--- config.mk ---
export PLATFORM = sky130hd
export DESIGN_NAME = apb_master_bridge_flat
export DESIGN_NICKNAME = d
export VERILOG_FILES = /design/src/rtl/apb_master_pkg.sv /design/src/rtl/apb_master_bridge_if.sv /design/src/rtl/apb_master_bridge.sv /design/src/flat_wrapper.sv
export SDC_FILE = /design/constraint.sdc
export NUM_CORES = 1
export LEC_CHECK = 0
export BUFFER_PORTS_ARGS = -buffer_cell sky130_fd_sc_hd__buf_4
export CAP_MARGIN = 40
export CELL_PAD_IN_SITES_DETAIL_PLACEMENT = 0
export CELL_PAD_IN_SITES_GLOBAL_PLACEMENT = 1
export CORE_ASPECT_RATIO = 1.5
export CORE_MARGIN = 1.5
export CORE_UTILIZATION = 37
export CTS_BUF_LIST = sky130_fd_sc_hd__clkbuf_16
export DETAILED_ROUTE_END_ITERATION = 8
export GPL_TIMING_DRIVEN = 0
export PLACE_DENSITY = 0.95
export SLEW_MARGIN = 20
export SYNTH_ARGS = -nofsm -noshare
export SYNTH_HDL_FRONTEND = slang
export SYNTH_SLANG_ARGS = --single-unit
--- constraint.sdc ---
create_clock -name clk_i -period 3.05 [get_ports clk_i]
set_input_delay 0.1525 -clock clk_i [delete_from_list [all_inputs] [get_ports clk_i]]
set_output_delay 0.1525 -clock clk_i [all_outputs]
set_load 0.01 [all_outputs]
--- src/rtl/apb_master_pkg.sv ---
// Shared types and default widths for the APB master bridge.
// Imported by apb_master_bridge_if and apb_master_bridge.
package apb_master_pkg;

  localparam int APB_ADDR_W         = 5;
  localparam int APB_DATA_W         = 32;
  localparam int APB_TIMEOUT_CYCLES = 256;

  typedef enum logic [1:0] {
    IDLE   = 2'd0,
    SETUP  = 2'd1,
    ACCESS = 2'd2
  } apb_mst_state_t;

  // Width of a counter that must reach limit-1; never narrower than one bit.
  function automatic int wait_cnt_width(input int limit);
    return (limit > 2) ? $clog2(limit) : 1;
  endfunction

endpackage

--- src/rtl/apb_master_bridge_if.sv ---
// Request-bus and APB signal bundle for the APB master bridge.
// master = bridge view, slave = requester/peripheral environment view.
interface apb_master_bridge_if
  import apb_master_pkg::*;
#(
  parameter int ADDR_W = APB_ADDR_W,
  parameter int DATA_W = APB_DATA_W
) ();

  logic              req_valid;
  logic              req_ready;
  logic              req_write;
  logic [ADDR_W-1:0] req_addr;
  logic [DATA_W-1:0] req_wd;
  logic              resp_valid;
  logic [DATA_W-1:0] resp_rd;
  logic              resp_err;

  logic [ADDR_W-1:0] paddr;
  logic [DATA_W-1:0] pwdata;
  logic              pwrite;
  logic              psel;
  logic              penable;
  logic [DATA_W-1:0] prdata;
  logic              pready;
  logic              pslverr;

  modport master (
    input  req_valid, req_write, req_addr, req_wd,
    input  prdata, pready, pslverr,
    output req_ready, resp_valid, resp_rd, resp_err,
    output paddr, pwdata, pwrite, psel, penable
  );

  modport slave (
    output req_valid, req_write, req_addr, req_wd,
    output prdata, pready, pslverr,
    input  req_ready, resp_valid, resp_rd, resp_err,
    input  paddr, pwdata, pwrite, psel, penable
  );

endinterface

--- src/rtl/apb_master_bridge.sv ---
// Single-outstanding request-bus to APB requester bridge (IDLE -> SETUP -> ACCESS).
// Optional ACCESS-phase timeout is built only when APB_TIMEOUT_EN is defined.
module apb_master_bridge
  import apb_master_pkg::*;
#(
  parameter int ADDR_W         = APB_ADDR_W,
  parameter int DATA_W         = APB_DATA_W,
  parameter int TIMEOUT_CYCLES = APB_TIMEOUT_CYCLES
) (
  input  logic                clk_i,
  input  logic                rst_i,
  apb_master_bridge_if.master bus
);

  apb_mst_state_t    state_q, state_d;
  logic [ADDR_W-1:0] paddr_q, paddr_d;
  logic [DATA_W-1:0] pwdata_q, pwdata_d;
  logic              pwrite_q, pwrite_d;
  logic              psel_q, psel_d;
  logic              penable_q, penable_d;
  logic              req_ready_q, req_ready_d;
  logic              resp_valid_q, resp_valid_d;
  logic              resp_err_q, resp_err_d;
  logic [DATA_W-1:0] resp_rd_q, resp_rd_d;
  logic              timeout_hit_s;

`ifdef APB_TIMEOUT_EN
  localparam int CNT_W = wait_cnt_width(TIMEOUT_CYCLES);
  localparam logic [CNT_W-1:0] WAIT_LIMIT = CNT_W'(TIMEOUT_CYCLES - 1);

  logic [CNT_W-1:0] wait_cnt_q, wait_cnt_d;

  // Wait counter: zero outside ACCESS so it is clear on entry, counts stalled ACCESS cycles.
  always_comb begin
    wait_cnt_d    = wait_cnt_q;
    timeout_hit_s = 1'b0;
    if (state_q == ACCESS) begin
      if (bus.pready) begin
        wait_cnt_d = '0;
      end else if (wait_cnt_q == WAIT_LIMIT) begin
        timeout_hit_s = 1'b1;
        wait_cnt_d    = '0;
      end else begin
        wait_cnt_d = wait_cnt_q + CNT_W'(1);
      end
    end else begin
      wait_cnt_d = '0;
    end
  end

  // Wait counter register.
  always_ff @(posedge clk_i) begin
    if (rst_i) begin
      wait_cnt_q <= '0;
    end else begin
      wait_cnt_q <= wait_cnt_d;
    end
  end
`else
  assign timeout_hit_s = 1'b0;
`endif

  // Next-state and registered-output decode.
  always_comb begin
    state_d      = state_q;
    paddr_d      = paddr_q;
    pwdata_d     = pwdata_q;
    pwrite_d     = pwrite_q;
    resp_valid_d = 1'b0;
    resp_err_d   = resp_err_q;
    resp_rd_d    = resp_rd_q;

    case (state_q)
      IDLE: begin
        if (bus.req_valid) begin
          paddr_d  = bus.req_addr;
          pwdata_d = bus.req_wd;
          pwrite_d = bus.req_write;
          state_d  = SETUP;
        end else begin
          state_d = IDLE;
        end
      end
      SETUP: begin
        state_d = ACCESS;
      end
      ACCESS: begin
        // pready beats the timeout when both land in the same cycle.
        if (bus.pready) begin
          state_d      = IDLE;
          resp_valid_d = 1'b1;
          resp_err_d   = bus.pslverr;
          if (!pwrite_q) begin
            resp_rd_d = bus.prdata;
          end else begin
            resp_rd_d = resp_rd_q;
          end
        end else if (timeout_hit_s) begin
          state_d      = IDLE;
          resp_valid_d = 1'b1;
          resp_err_d   = 1'b1;
          resp_rd_d    = '0;
        end else begin
          state_d = ACCESS;
        end
      end
      default: begin
        state_d = IDLE;
      end
    endcase

    psel_d      = (state_d != IDLE);
    penable_d   = (state_d == ACCESS);
    req_ready_d = (state_d == IDLE);
  end

  // State and output registers; reset aborts any transfer without a response.
  always_ff @(posedge clk_i) begin
    if (rst_i) begin
      state_q      <= IDLE;
      paddr_q      <= '0;
      pwdata_q     <= '0;
      pwrite_q     <= 1'b0;
      psel_q       <= 1'b0;
      penable_q    <= 1'b0;
      req_ready_q  <= 1'b1;
      resp_valid_q <= 1'b0;
      resp_err_q   <= 1'b0;
      resp_rd_q    <= '0;
    end else begin
      state_q      <= state_d;
      paddr_q      <= paddr_d;
      pwdata_q     <= pwdata_d;
      pwrite_q     <= pwrite_d;
      psel_q       <= psel_d;
      penable_q    <= penable_d;
      req_ready_q  <= req_ready_d;
      resp_valid_q <= resp_valid_d;
      resp_err_q   <= resp_err_d;
      resp_rd_q    <= resp_rd_d;
    end
  end

  assign bus.paddr      = paddr_q;
  assign bus.pwdata     = pwdata_q;
  assign bus.pwrite     = pwrite_q;
  assign bus.psel       = psel_q;
  assign bus.penable    = penable_q;
  assign bus.req_ready  = req_ready_q;
  assign bus.resp_valid = resp_valid_q;
  assign bus.resp_err   = resp_err_q;
  assign bus.resp_rd    = resp_rd_q;

endmodule

--- src/flat_wrapper.sv ---
// flat-port wrapper written by rule: the top's interface ports become plain ports
module apb_master_bridge_flat import apb_master_pkg::*;
#(
  parameter int ADDR_W         = APB_ADDR_W,
  parameter int DATA_W         = APB_DATA_W,
  parameter int TIMEOUT_CYCLES = APB_TIMEOUT_CYCLES
)
  (clk_i, rst_i, bus_req_valid, bus_req_write, bus_req_addr, bus_req_wd, bus_prdata, bus_pready, bus_pslverr, bus_req_ready, bus_resp_valid, bus_resp_rd, bus_resp_err, bus_paddr, bus_pwdata, bus_pwrite, bus_psel, bus_penable);
  apb_master_bridge_if #(.ADDR_W(ADDR_W), .DATA_W(DATA_W)) bus_i ();
  input  logic clk_i;
  input  logic rst_i;
  input wire logic [$bits(bus_i.req_valid)-1:0] bus_req_valid;
  input wire logic [$bits(bus_i.req_write)-1:0] bus_req_write;
  input wire logic [$bits(bus_i.req_addr)-1:0] bus_req_addr;
  input wire logic [$bits(bus_i.req_wd)-1:0] bus_req_wd;
  input wire logic [$bits(bus_i.prdata)-1:0] bus_prdata;
  input wire logic [$bits(bus_i.pready)-1:0] bus_pready;
  input wire logic [$bits(bus_i.pslverr)-1:0] bus_pslverr;
  output wire logic [$bits(bus_i.req_ready)-1:0] bus_req_ready;
  output wire logic [$bits(bus_i.resp_valid)-1:0] bus_resp_valid;
  output wire logic [$bits(bus_i.resp_rd)-1:0] bus_resp_rd;
  output wire logic [$bits(bus_i.resp_err)-1:0] bus_resp_err;
  output wire logic [$bits(bus_i.paddr)-1:0] bus_paddr;
  output wire logic [$bits(bus_i.pwdata)-1:0] bus_pwdata;
  output wire logic [$bits(bus_i.pwrite)-1:0] bus_pwrite;
  output wire logic [$bits(bus_i.psel)-1:0] bus_psel;
  output wire logic [$bits(bus_i.penable)-1:0] bus_penable;
  assign bus_i.req_valid = bus_req_valid;
  assign bus_i.req_write = bus_req_write;
  assign bus_i.req_addr = bus_req_addr;
  assign bus_i.req_wd = bus_req_wd;
  assign bus_i.prdata = bus_prdata;
  assign bus_i.pready = bus_pready;
  assign bus_i.pslverr = bus_pslverr;
  assign bus_req_ready = bus_i.req_ready;
  assign bus_resp_valid = bus_i.resp_valid;
  assign bus_resp_rd = bus_i.resp_rd;
  assign bus_resp_err = bus_i.resp_err;
  assign bus_paddr = bus_i.paddr;
  assign bus_pwdata = bus_i.pwdata;
  assign bus_pwrite = bus_i.pwrite;
  assign bus_psel = bus_i.psel;
  assign bus_penable = bus_i.penable;
  apb_master_bridge #(.ADDR_W(ADDR_W), .DATA_W(DATA_W), .TIMEOUT_CYCLES(TIMEOUT_CYCLES)) u_core (.clk_i(clk_i), .rst_i(rst_i), .bus(bus_i));
endmodule
After elaboration in Yosys (flattened, before gate mapping):

Index checks and enable logic that the tools add are counted.

* add/sub/neg operators: 0
* $mul: 0
* divide/modulo/power cells: 0
* order comparisons: 0
* equality and inequality tests: 3
* shifts and indexed selects: 0
* multiplexer cells: 4
* bitwise gates (word level): 2
* reductions and logical operators: 7

Operators with widths (count)
* 2-bit case mux with 3 select lines: 1
* 2-bit equality test, second input constant: 2
* 2-bit logical NOT: 2
* 2-bit AND reduction: 2
* 3-bit AND reduction: 1
* 2-bit by 1-bit equality test with 1-bit output, second input constant: 1
* 1-bit 2-to-1 mux: 2
* 2-bit 2-to-1 mux: 1
* 1-bit NOT: 2
* 2-bit nonzero test: 1
* 2-bit OR reduction: 1

* flip-flop bits (word level): 77
* latch bits: 0
* RAM bits: 0
* memory bits (read-only): 0
* bits of input ports: 75
* output and inout bits: 75
* word-level logic and storage cells: 26
* memories: 0

Depth between registers and ports, before layout:

* depth in word-level cells: 3
* depth in mapped cells: 4
* gate-level depth less buffers: 2

Worst setup path before layout:

OpenSTA, ideal clock, no wires.

* path type: register -> register
* start: reg u_core.state_q[0]
* end: reg u_core.pwdata_q[11] (netlist: u_core.bus.pwdata[11])
* setup time: 0.072 ns
* arrival time: 1.053 ns
* required time: 2.978 ns
* path slack: 1.925 ns
* stages on the path, launching flop included: 5
* path buffers: 2
* period minus slack after synthesis: 1.125 ns
* cells stage by stage: dfxtp_1 -> nor3b_2 -> buf_4 -> buf_6 -> mux2i_1

* longest elaborated chain between the ends: 2

RTL lines
* start: declaration: line apb_master_bridge.sv:15 `apb_mst_state_t state_q, state_d;`
* start signal: assignment: line apb_master_bridge.sv:131 `state_q <= state_d;`
* 2-bit logical NOT: line apb_master_bridge.sv:73 `case (state_q)`
* 2-bit AND reduction (no source line)
* end signal: assignment: line apb_master_bridge.sv:133 `pwdata_q <= pwdata_d;`
* end: declaration: line apb_master_bridge.sv:17 `logic [DATA_W-1:0] pwdata_q, pwdata_d;`

Every way passes these cells.
A chain may end at the register's enable or synchronous reset.

Worst setup path after layout:

* start: reg u_core.state_q[0]
* end: reg u_core.pwdata_q[14] (netlist: u_core.bus.pwdata[14])

The elaborated chain is that of the path after synthesis.

==> metrics <==
CTS Buf Count 9; post-detail-place hpwl 6.135 mm; HP Class in -> reg; Final Max Slew Viols 0; Worst EP required 3300 ps; Seq cells post-synth 77; worst-margin pin slew approximately 400 ps; worst relative slew slack 73.36%; clock buffer depth 2; CTS tree done; sequential-to-total area share from yosys stat 45.71%; clk_skew a little over 5 ps; Root Driver clkbuf_16; IO Port Bufs roughly 150; Starting Density 38.19%; io pins 150; Max Clk Rate approximately 0.75 GHz; largest net degree at the start of global routing 13; Multi-input gate area between 0.0015 and 0.002 mm2; sequential cell area 0.001541 mm2; max-cap violation count 0; status finished clean; startpoint types register; die area around 0.0097 mm2; crit path from u_core.state_q[0]$_SDFF_PP0_; Crit. End Element register; setup violators final 0; CORE AREA 0.008828 mm2; DRT iter0 DRCs 48; Max VDD drop 0.4631 mV; reg2reg end u_core.bus.pwdata[14]$_SDFFE_PP0P_; P&R area growth vs syn 46.12%; final hold viol count 0; unrepaired setup endpoints after global routing false; gr usage total 17.18%; clk sinks 77; Worst R2R Start u_core.state_q[0]$_SDFF_PP0_; first-pass GRT wire length between 10 and 15 mm; LEAKAGE between 0.002 and 0.0025 uW; mapped cell area 0.003372 mm2; FILL cells 814; setup_tns 0 ps; Post-Synthesis Cells 326; worst reg2reg setup slack 1710 ps; drt total wl 8.048 mm; commonest non-fill, non-tap cell in the layout buf_4; worst setup path class reg -> reg; design area 0.004927 mm2; CP arrival 1590 ps; Synth Area per Inst 10.34 um2; minimum clock period ~1300 ps; fin crit share 43.82%; Final ANT Viol Nets 0; clock latency on the worst-skew pair 330 ps; CTS Hold Bufs 0; vias in the first global route 2770; Distinct cells, synth 16; Cell Area, Placed ~0.0046 mm2; cts repair resizes 0; DRC viols 0; worst setup path endpoint u_core.bus.pwdata[14]$_SDFFE_PP0P_; Reg2Reg Depth 4; n_diodes 0; clk slew on worst S/H paths 60 ps; crit-path max FO 10; WL per Instance 13.41 um; routability cong. ~0.73; FP Rows 42; Ys Warns 0; Power Density ~510 mW/mm2; Post CTS Setup Buffer Count 0; nets 560; most frequent cells in the layout buf_4 (149), nand2b_1 (142), dfxtp_1 (77); Die Wd 80.95 um; Die Ht 119.9 um; Syn Nets 401; initial antenna violation count 0; total number of vias 2745; layout cells sized above 1 34.90%; DR vias/cell 4.575; global route total overflow 0; Max H-tree Level 3; Pre-antenna DRT Iters 4
## final cells by class
class                      count  share of cell area (%)
buffer                        24                   2.869
multi-input combinational    225                   34.28
tap                          110                   2.793
clock buffer                   9                   4.571
sequential                    77                   31.28
timing repair buffer         148                   22.55
clock inverter                 7                   1.651
## worst max-delay path, cell delays in order (launching register included)
cell and delay [ps]:
dfxtp_1 340, nor3b_2 240, buf_4 260, buf_6 200, mux2i_1 210
## sequential cells by signal, indices dropped and copies added (netlist names)
register / count
u_core.bus.pwdata: 32
u_core.bus.resp_rd: 32
u_core.bus.penable: 1
u_core.state_q: 2
u_core.bus.req_ready: 1
u_core.bus.paddr: 5
u_core.bus.resp_valid: 1
u_core.bus.pwrite: 1
u_core.bus.resp_err: 1
u_core.bus.psel: 1
## layer usage
layer	vias up	part of all wire (%)	GRT usage [%]
met3	12	6.3	4.030
li1	1367	-	-
met4	0	2.5	8.836
met1	1277	38	18.95
met5	-	0	0
met2	89	53	29.79
## logic make-up after synthesis
group / count (synthesis) / share of synthesized area (%)
flops: 77 / 45.71
mux: 71 / 21.08
simple gates: 150 / 28.27
buf+inv: 24 / 4.193
compound gates: 4 / 0.7423
## power by group
group / leakage [uW] / internal, uW / switching [uW] / total [uW]
sequential: 0.000629 / 1060 / 28.4 / 1090
combinational: 0.00138 / 210 / 143 / 353
clock: 0.000155 / 704 / 394 / 1100
## through the flow
stage / instances / utilization (%) / setup WS [ps] / total power, uW / hold WS (ps)
after detailed placement: 584 / 52.34 / 1701 / 1465 / 431.7
final: 600 / 55.81 / 1713 / 2536 / 85.64
after floorplan: 326 / - / 1925 / 1281 / 304.6
after global placement: 584 / 52.34 / 1756 / 1458 / 417.1
after CTS: 600 / 55.81 / 1692 / 2571 / 78.16
after global routing: 600 / 55.81 / 1602 / 2644 / 88.62
## cells in the mapped netlist, drive strengths merged
master / number / share of area [%]
nand2b: 142 / 26
dfxtp: 77 / 46
mux2i: 71 / 21
clkbuf: 15 / 1.7
buf: 9 / 2.5
a21oi: 2 / 0.30
nor2: 2 / 0.22
or3b: 2 / 0.52
a31o: 1 / 0.26
a31oi: 1 / 0.19
and4bb: 1 / 0.37
nand3b: 1 / 0.22
nor3b: 1 / 0.37
or2b: 1 / 0.22
## worst min-delay path by stage
| stage | startpoint | endpoint | slack [ps] | cells after the start |
|---|---|---|---|---|
| 6_report | bus_prdata[26] | u_core.bus.resp_rd[26]$_SDFFE_PP0P_ | 90 | 3 |
| 3_5_place_dp | bus_req_addr[0] | u_core.bus.paddr[0]$_SDFFE_PP0P_ | 430 | 3 |
| 2_1_floorplan | bus_pslverr | u_core.bus.resp_err$_SDFFE_PP0P_ | 300 | 2 |
| 3_3_place_gp | bus_pslverr | u_core.bus.resp_err$_SDFFE_PP0P_ | 420 | 3 |
| 4_1_cts | bus_prdata[26] | u_core.bus.resp_rd[26]$_SDFFE_PP0P_ | 80 | 3 |
| 5_1_grt | bus_req_wd[27] | u_core.bus.pwdata[27]$_SDFFE_PP0P_ | 90 | 3 |
No activity file was read; power rests on OpenSTA's default activity.
